**src/rtl/axis_cpu_divmod_pkg.sv**
```systemverilog
// Shared constants for the CPU divider: datapath width, FSM state encodings
// and the iteration-count helper.
package axis_cpu_divmod_pkg;

  localparam int AXIS_CPU_DW = 32;

  // Iteration counter must hold N = 32 for the single-bit-per-clock build.
  localparam int CNT_W = 6;

  localparam logic [1:0] AXIS_CPU_DIVMOD_IDLE = 2'd0;
  localparam logic [1:0] AXIS_CPU_DIVMOD_RUN  = 2'd1;
  localparam logic [1:0] AXIS_CPU_DIVMOD_DONE = 2'd2;

  // Number of clocks spent in RUN when retiring 'unroll' quotient bits per clock.
  function automatic logic [CNT_W-1:0] divmod_iters(input int unroll);
    return CNT_W'(AXIS_CPU_DW / unroll);
  endfunction

endpackage

```
**src/rtl/axis_cpu_divmod_if.sv**
```systemverilog
// Operand/result bundle between the ALU and the divider.
//
// Handshake: the ALU raises divmod_en with A/B stable for one edge; the
// divider accepts it on that edge whenever it is not busy (IDLE or DONE).
// divmod_vld then stays high with div_res/mod_res/div_by_zero stable until
// the ALU pulses divmod_ack or issues a new divmod_en (a new request wins
// over a simultaneous ack). Requests while busy=1 are dropped, not queued.
interface axis_cpu_divmod_if;
  import axis_cpu_divmod_pkg::*;

  logic [AXIS_CPU_DW-1:0] A;
  logic [AXIS_CPU_DW-1:0] B;
  logic                   divmod_en;
  logic                   divmod_ack;
  logic [AXIS_CPU_DW-1:0] div_res;
  logic [AXIS_CPU_DW-1:0] mod_res;
  logic                   div_by_zero;
  logic                   divmod_vld;
  logic                   busy;

  // ALU side.
  modport master (
    output A, B, divmod_en, divmod_ack,
    input  div_res, mod_res, div_by_zero, divmod_vld, busy
  );

  // Divider side.
  modport slave (
    input  A, B, divmod_en, divmod_ack,
    output div_res, mod_res, div_by_zero, divmod_vld, busy
  );
endinterface

```
**src/rtl/axis_cpu_divmod_step.sv**
```systemverilog
// One restoring-division step: shift the next dividend bit into the partial
// remainder, subtract the divisor when it fits, and shift the resulting
// quotient bit into the LSB of Q' (q_o[0] is the retired quotient bit).
module divmod_step
  import axis_cpu_divmod_pkg::*;
(
  input  logic [AXIS_CPU_DW:0]   r_i,
  input  logic [AXIS_CPU_DW-1:0] q_i,
  input  logic [AXIS_CPU_DW-1:0] bd_i,
  output logic [AXIS_CPU_DW:0]   r_o,
  output logic [AXIS_CPU_DW-1:0] q_o
);

  // One guard bit above the 33-bit remainder so the compare never wraps.
  logic [AXIS_CPU_DW+1:0] t;
  logic                   fits;

  // Trial subtraction of the divisor from the shifted partial remainder.
  always_comb begin
    t    = {r_i, q_i[AXIS_CPU_DW-1]};
    fits = (t >= {2'b00, bd_i});
    r_o  = (AXIS_CPU_DW+1)'(fits ? (t - {2'b00, bd_i}) : t);
    q_o  = {q_i[AXIS_CPU_DW-2:0], fits};
  end

endmodule

```
**src/rtl/axis_cpu_divmod.sv**
```systemverilog
// Iterative unsigned 32-bit divider for the ALU's DIV/MOD instructions.
// One request yields quotient and remainder; UNROLL (1, 2, 4 or 8) restoring
// steps are chained combinationally so each RUN clock retires UNROLL bits.
// A zero divisor bypasses RUN and reports q=0, r=A with div_by_zero set.
module axis_cpu_divmod
  import axis_cpu_divmod_pkg::*;
#(
  parameter int UNROLL = 1
) (
  input  logic                 clk,
  input  logic                 rst,
  axis_cpu_divmod_if.slave     dm,
  output logic [1:0]           dbg_state_o
);

  localparam logic [CNT_W-1:0] N_ITER = divmod_iters(UNROLL);
  localparam int               DW     = AXIS_CPU_DW;

  logic [1:0]       state_q, state_d;
  logic [CNT_W-1:0] cnt_q, cnt_d;
  logic [DW-1:0]    q_q, q_d;
  logic [DW:0]      r_q, r_d;
  logic [DW-1:0]    bd_q, bd_d;
  logic [DW-1:0]    div_res_q, div_res_d;
  logic [DW-1:0]    mod_res_q, mod_res_d;
  logic             dbz_q, dbz_d;
  logic             vld_q, vld_d;
  logic             busy_q, busy_d;

  // Step chain: element 0 is the registered state, element UNROLL is the
  // value after this clock's steps.
  logic [DW:0]   r_chain [UNROLL+1];
  logic [DW-1:0] q_chain [UNROLL+1];

  assign r_chain[0] = r_q;
  assign q_chain[0] = q_q;

  for (genvar g = 0; g < UNROLL; g++) begin : g_step
    divmod_step u_step (
      .r_i  (r_chain[g]),
      .q_i  (q_chain[g]),
      .bd_i (bd_q),
      .r_o  (r_chain[g+1]),
      .q_o  (q_chain[g+1])
    );
  end

  // Next-state and datapath update: accept in IDLE/DONE, iterate in RUN.
  always_comb begin
    state_d   = state_q;
    cnt_d     = cnt_q;
    q_d       = q_q;
    r_d       = r_q;
    bd_d      = bd_q;
    div_res_d = div_res_q;
    mod_res_d = mod_res_q;
    dbz_d     = dbz_q;
    vld_d     = vld_q;
    busy_d    = busy_q;

    case (state_q)
      AXIS_CPU_DIVMOD_IDLE, AXIS_CPU_DIVMOD_DONE: begin
        if (dm.divmod_en) begin
          if (dm.B != '0) begin
            state_d = AXIS_CPU_DIVMOD_RUN;
            q_d     = dm.A;
            r_d     = '0;
            bd_d    = dm.B;
            cnt_d   = N_ITER;
            busy_d  = 1'b1;
            vld_d   = 1'b0;
          end else begin
            // Zero divisor: answer immediately, result registers reload.
            state_d   = AXIS_CPU_DIVMOD_DONE;
            div_res_d = '0;
            mod_res_d = dm.A;
            dbz_d     = 1'b1;
            vld_d     = 1'b1;
          end
        end else if (state_q == AXIS_CPU_DIVMOD_DONE && dm.divmod_ack) begin
          state_d = AXIS_CPU_DIVMOD_IDLE;
          vld_d   = 1'b0;
        end
      end

      AXIS_CPU_DIVMOD_RUN: begin
        q_d   = q_chain[UNROLL];
        r_d   = r_chain[UNROLL];
        cnt_d = cnt_q - 1'b1;
        if (cnt_q == CNT_W'(1)) begin
          state_d   = AXIS_CPU_DIVMOD_DONE;
          div_res_d = q_chain[UNROLL];
          mod_res_d = r_chain[UNROLL][DW-1:0];
          dbz_d     = 1'b0;
          vld_d     = 1'b1;
          busy_d    = 1'b0;
        end
      end

      default: begin
        state_d = AXIS_CPU_DIVMOD_IDLE;
        busy_d  = 1'b0;
        vld_d   = 1'b0;
      end
    endcase
  end

  // State registers; reset abandons any in-flight operation.
  always_ff @(posedge clk or negedge rst) begin
    if (!rst) begin
      state_q   <= AXIS_CPU_DIVMOD_IDLE;
      cnt_q     <= '0;
      q_q       <= '0;
      r_q       <= '0;
      bd_q      <= '0;
      div_res_q <= '0;
      mod_res_q <= '0;
      dbz_q     <= 1'b0;
      vld_q     <= 1'b0;
      busy_q    <= 1'b0;
    end else begin
      state_q   <= state_d;
      cnt_q     <= cnt_d;
      q_q       <= q_d;
      r_q       <= r_d;
      bd_q      <= bd_d;
      div_res_q <= div_res_d;
      mod_res_q <= mod_res_d;
      dbz_q     <= dbz_d;
      vld_q     <= vld_d;
      busy_q    <= busy_d;
    end
  end

  assign dm.div_res     = div_res_q;
  assign dm.mod_res     = mod_res_q;
  assign dm.div_by_zero = dbz_q;
  assign dm.divmod_vld  = vld_q;
  assign dm.busy        = busy_q;
  assign dbg_state_o    = state_q;

endmodule

```
**src/flat_wrapper.sv**
```systemverilog
// flat-port wrapper written by rule: the top's interface ports become plain ports
module axis_cpu_divmod_flat import axis_cpu_divmod_pkg::*;
#(
  parameter int UNROLL = 1
)
  (clk, rst, dbg_state_o, dm_A, dm_B, dm_divmod_en, dm_divmod_ack, dm_div_res, dm_mod_res, dm_div_by_zero, dm_divmod_vld, dm_busy);
  axis_cpu_divmod_if dm_i ();
  input  logic clk;
  input  logic rst;
  output logic [1:0] dbg_state_o;
  input wire logic [$bits(dm_i.A)-1:0] dm_A;
  input wire logic [$bits(dm_i.B)-1:0] dm_B;
  input wire logic [$bits(dm_i.divmod_en)-1:0] dm_divmod_en;
  input wire logic [$bits(dm_i.divmod_ack)-1:0] dm_divmod_ack;
  output wire logic [$bits(dm_i.div_res)-1:0] dm_div_res;
  output wire logic [$bits(dm_i.mod_res)-1:0] dm_mod_res;
  output wire logic [$bits(dm_i.div_by_zero)-1:0] dm_div_by_zero;
  output wire logic [$bits(dm_i.divmod_vld)-1:0] dm_divmod_vld;
  output wire logic [$bits(dm_i.busy)-1:0] dm_busy;
  assign dm_i.A = dm_A;
  assign dm_i.B = dm_B;
  assign dm_i.divmod_en = dm_divmod_en;
  assign dm_i.divmod_ack = dm_divmod_ack;
  assign dm_div_res = dm_i.div_res;
  assign dm_mod_res = dm_i.mod_res;
  assign dm_div_by_zero = dm_i.div_by_zero;
  assign dm_divmod_vld = dm_i.divmod_vld;
  assign dm_busy = dm_i.busy;
  axis_cpu_divmod #(.UNROLL(UNROLL)) u_core (.clk(clk), .rst(rst), .dm(dm_i), .dbg_state_o(dbg_state_o));
endmodule
```
**config.mk**
```make
export PLATFORM = sky130hd
export DESIGN_NAME = axis_cpu_divmod_flat
export DESIGN_NICKNAME = d
export VERILOG_FILES = /design/src/rtl/axis_cpu_divmod_pkg.sv /design/src/rtl/axis_cpu_divmod_if.sv /design/src/rtl/axis_cpu_divmod_step.sv /design/src/rtl/axis_cpu_divmod.sv /design/src/flat_wrapper.sv
export SDC_FILE = /design/constraint.sdc
export NUM_CORES = 1
export LEC_CHECK = 0
export CORE_UTILIZATION = 45
export CTS_CLUSTER_DIAMETER = 30
export DETAILED_ROUTE_END_ITERATION = 8
export PLACE_DENSITY = 0.68
export RECOVER_POWER = 25
export SLEW_MARGIN = 20
export SYNTH_ARGS = -nofsm -noshare
export SYNTH_HDL_FRONTEND = slang
export SYNTH_SLANG_ARGS = --single-unit
```
**constraint.sdc**
```tcl
create_clock -name clk -period 8.2 [get_ports clk]
set_input_delay 1.64 -clock clk [delete_from_list [all_inputs] [get_ports clk]]
set_output_delay 1.64 -clock clk [all_outputs]
set_load 0.005 [all_outputs]
```
## Yosys cells after proc, flatten, opt, wreduce, memory -nomap -nowiden

Cells that the tools add are included.

- Register bits after elaboration: 172
- Input port bits: 68
- Output and inout port bits: 69
- Word-level logic and storage cells: 66

- Add/subtract/negate cells: 2
- Order comparisons: 1
- Eq/ne operators: 8
- Multiplexer cells: 35
- Reductions and logical operators: 10

Operator list:

| cell | count |
|---|---|
| two-way mux 32 bit | 8 |
| case mux 32 bit (2 select lines) | 3 |
| two-way mux 33 bit | 3 |
| case mux 33 bit (2 select lines) | 1 |
| >= comparator 34 x 32 -> 1 bit | 1 |
| subtractor 33 x 32 -> 33 bit | 1 |
| nonzero test 32 bit | 1 |
| two-way mux 6 bit | 2 |
| case mux 6 bit (2 select lines) | 1 |
| two-way mux 1 bit | 9 |
| AND reduction 3 bit | 3 |
| two-way mux 2 bit | 4 |
| equality test 6 x 1 -> 1 bit (second input constant) | 1 |
| case mux 1 bit (2 select lines) | 3 |
| subtractor 6 x 1 -> 6 bit (second input constant) | 1 |
| inequality test 2 x 1 -> 1 bit (second input constant) | 2 |
| inequality test 2 bit (second input constant) | 2 |
| case mux 2 bit (2 select lines) | 1 |
| AND reduction 4 bit | 1 |
| inequality test 3 x 2 -> 1 bit (second input constant) | 1 |
| equality test 2 x 1 -> 1 bit (second input constant) | 1 |
| equality test 2 bit (second input constant) | 1 |
| logical NOT 2 bit | 1 |
| AND reduction 2 bit | 1 |
| 3 further kinds | 3 |

## Logic depth before layout (Yosys ltp)

- Depth in word-level cells: 5
- Depth in mapped cells: 15
- Gate-level depth less buffers: 13

## Hierarchy

Synthesis repeated with hierarchy kept, for this count alone.

- Cells, all modules: 1,141
- Area total of the unflattened synthesis: 10,237.3 µm²

By module, submodules not included:

| module | times used | cells an instance | area an instance (µm²) | sequential area each (µm²) |
|---|---|---|---|---|
| axis_cpu_divmod | 1 | 763 | 7,806.2 | 4,279.1 |
| divmod_step | 1 | 378 | 2,431.1 | 0.0 |

## Worst setup path after synthesis

No wires, ideal clock.

- Path type: input to register
- Start point: input dm_B[5]
- End point: register u_core.mod_res_q[21] (netlist: u_core.dm.mod_res[21])
- Setup time: 0.134 ns
- Arrival: 3.231 ns
- Data required time: 8.066 ns
- Slack: 4.835 ns
- Stages on the path: 10
- Buffers on the path: 2
- Cells stage by stage: nor4_1 -> nand2_1 -> nor3_1 -> inv_1 -> nor3b_2 -> o21ai_1 -> buf_2 -> clkbuf_1 -> a22oi_1 -> o21ai_0

- Cells in the longest elaborated chain, start to end: 3

Ends and longest elaborated chain:

| element | RTL line | text |
|---|---|---|
| start, declared | flat_wrapper.sv:12 | `input wire logic [$bits(dm_i.B)-1:0] dm_B;` |
| nonzero test 32 bit | axis_cpu_divmod.sv:64 | `if (dm.B != '0) begin` |
| inequality test 2 bit (no line) | n/a |  |
| AND reduction 4 bit (no line) | n/a |  |
| end signal, assigned | axis_cpu_divmod.sv:128 | `mod_res_q <= mod_res_d;` |
| end, declared | axis_cpu_divmod.sv:25 | `logic [DW-1:0] mod_res_q, mod_res_d;` |

No other way between the ends.
A chain may end at the register's enable or synchronous reset.

## Final worst setup path

- Start point: input dm_B[5]
- End point: register u_core.mod_res_q[13] (netlist: u_core.dm.mod_res[13])

The elaborated chain is that of the path after synthesis.

==> flow_summary.yaml <==
pwr:
  leakagePower_nw: 5.21
  finalPower_mw: 5.55
  peakVddDrop_v: 0.000243
  powerDensity_nw_per_um2: 485
synthesis:
  synth-warning-count: 0
  synthFlopType: "dfrtp_1"
  synth.most_common_cell: "dfrtp_1"
  synth_area_um2: 9330
  synth_cell_types: 69
  ys_ff_latch: 171
  ys_async_sr_fraction_pct: 100
  yosysSeqAreaShare_pct: 45.9
  synth_top_area_cell: "dfrtp_1"
  yosysTopAreaCellShare_pct: 45.9
  synth_cells: 964
  syn_nets: 1067
  syn_avg_cell_area_um2: 9.67
  synth_edf_count: 0
  synth_common_cells: "171 x dfrtp_1, 103 x nand2_1, 88 x o21ai_0"
  yosys-top-cells-area: "dfrtp_1 46%, mux2i_1 6.3%, o21ai_0 4.7%, ha_1 4.6%, nand2_1 4.1%"
detailed_routing:
  drc: 0
  dr.pass1.iters: 6
  antenna_left: 0
  wl_um: 23400
  initialDrtViolationCount: 517
  wire_per_inst_um: 17.4
  via_per_inst: 5.51
  routed-via-count: 7434
critical_path:
  crit_arrival_ns: 5.06
  critPathRequiredTime_ns: 8.54
  crit_type: "in -> reg"
  path_max_fanout: 18
  r2r_slack_ns: 4.60
  crit_path_end_kind: "register"
  cp-start-kind: "input pin"
clocking:
  postCtsResizedCells: 0
  postCtsSetupBuffers: 0
  cts-hold-fix-buffers: 0
  cts_tree: "built"
  cts-root-buf: "clkbuf_16"
  htreeDepth: 4
  cts.reportedPaths.clkPinSlew_ns: 0.07
  cts.sinks: 171
  cts_buffers: 17
  max-clock-path-buffers: 2
  clk_latency_ns: 0.44
die:
  dieArea_um2: 21300
  die_h_um: 146
  initial_core_util_pct: 45.9
  num_rows: 52
  die_width_um: 146
  ios: 137
  coreArea_um2: 20300
final_layout:
  n_antenna_cell: 0
  instances_no_fill: 1348
  drive_gt1_share_pct: 9.74
  syn2layout_area_growth_pct: 22.5
  nNetsFinal: 1168
  nFillCells: 1846
global_route:
  grt_max_degree: 99
  grt_overflow: 0
  grt_pass1_wl_um: 38700
  track_usage_pct: 23.1
  grt_pass1_vias: 7258
  antenna_found_initial: 0
sta:
  max_slew_margin_pct: 36.1
  setup_ws_ns: 3.49
  setup_viol: 0
  maxSlewViolCount: 0
  fin_tns_setup_ns: 0
  finalHoldViolations: 0
  final.min_clock_period_ns: 4.71
  whs_ns: 0.472
  fmax_mhz: 212
  period_share_pct: 57.5
  worst_pin_slew_ns: 0.958
  rsz0062_at_grt: "no"
  finalClockSkew_ns: 0.0160
placement:
  io_buffers: 136
  gp_congestion: 0.877
  dp_slack_ns: 3.01
  dpl.cell_count: 1316
  hpwl_um: 17100
job:
  cap_viol_max_count: 0
status:
  status: "finished clean"
worst_hold_path:
  hold_path_class: "reg -> reg"
==> registers in the layout, summed over array words and instances (netlist names) <==
signal / count
u_core.dm.divmod_vld: 1
u_core.dm.busy: 1
u_core.bd_q: 32
u_core.dm.div_res: 32
u_core.r_q: 33
u_core.dbg_state_o: 1
u_core.cnt_q: 6
u_core.dm.div_by_zero: 1
u_core.q_q: 32
u_core.dm.mod_res: 32
==> per-stage QoR <==
step                utilization [%]  instance area [µm²]
finish                         56.3                11400
global route                   56.3                11400
CTS                            56.3                11400
detailed placement             53.4                10800
global placement               53.4                10800
floorplan                         -                 9330
==> layer usage <==
| metal | track usage [%] | up-vias | wire [µm] |
|---|---|---|---|
| li1 | - | 3648 | - |
| met4 | 6.37 | 0 | 228 |
| met2 | 34.9 | 174 | 10500 |
| met1 | 34.1 | 3596 | 11700 |
| met5 | 0 | - | 0 |
| met3 | 3.89 | 16 | 921 |
==> layout make-up <==
type / count / area, µm² / share of cell area [%]
multi-input combinational: 691 / 4630 / 40.5
timing repair buffer: 143 / 1430 / 12.5
tap: 270 / 338 / 2.96
sequential: 171 / 4280 / 37.5
inverter: 41 / 154 / 1.35
clock inverter: 15 / 169 / 1.48
clock buffer: 17 / 425 / 3.72
==> logic make-up after synthesis <==
logic type / Yosys count / share of synthesized area [%]
mux: 92 / 10.3
flops: 171 / 45.9
buf+inv: 102 / 4.71
compound gates: 274 / 17.2
simple gates: 258 / 14.1
fa+ha+maj: 35 / 4.78
xor+xnor: 32 / 3.01
==> cells in the final DEF, fill, tap and decap left out, types with 9 or more instances in the layout <==
cell type / Yosys / final
dfrtp_1: 171 / 171
clkdlybuf4s50_1: 0 / 130
nand2_1: 103 / 103
o21ai_0: 88 / 88
a21oi_1: 63 / 62
mux2i_1: 59 / 59
o21ai_1: 54 / 53
nand3_1: 43 / 43
inv_1: 41 / 41
ha_1: 34 / 34
mux2_2: 33 / 33
and3_1: 27 / 27
nor2_1: 23 / 23
xnor2_1: 21 / 21
clkbuf_16: 0 / 17
a21o_1: 13 / 13
xor2_1: 11 / 11
nand4_1: 9 / 9
==> worst paths after layout <==
kind                                                        from                                 to  cells past startpoint
worst max-delay path                                     dm_B[5]  u_core.dm.mod_res[13]$_DFFE_PN0P_                     10
worst max register to register        u_core.q_q[31]$_DFFE_PN0P_         u_core.r_q[11]$_DFFE_PN0P_                     14
min in group asynchronous                                    rst  u_core.dm.div_res[26]$_DFFE_PN0P_                      1
worst min-delay path            u_core.dm.div_res[0]$_DFFE_PN0P_   u_core.dm.div_res[0]$_DFFE_PN0P_                      2
worst min register to register  u_core.dm.div_res[0]$_DFFE_PN0P_   u_core.dm.div_res[0]$_DFFE_PN0P_                      2
max in group asynchronous                                    rst        u_core.bd_q[14]$_DFFE_PN0P_                      2
==> where the power goes <==
part           switching (mW)  internal [mW]
Combinational            1.86           1.37
Clock                   0.391          0.411
Sequential              0.261           1.25
==> critical path: stages <==
cell	delay [ns]
clkdlybuf4s50_1	0.41
nor4_1	0.54
nand2_1	0.19
nor3_1	0.54
nand3b_1	0.45
a21oi_2	0.63
buf_4	0.31
and3_1	0.18
a21oi_1	0.04
o21ai_1	0.11
No activity file was read; power rests on OpenSTA's default activity.
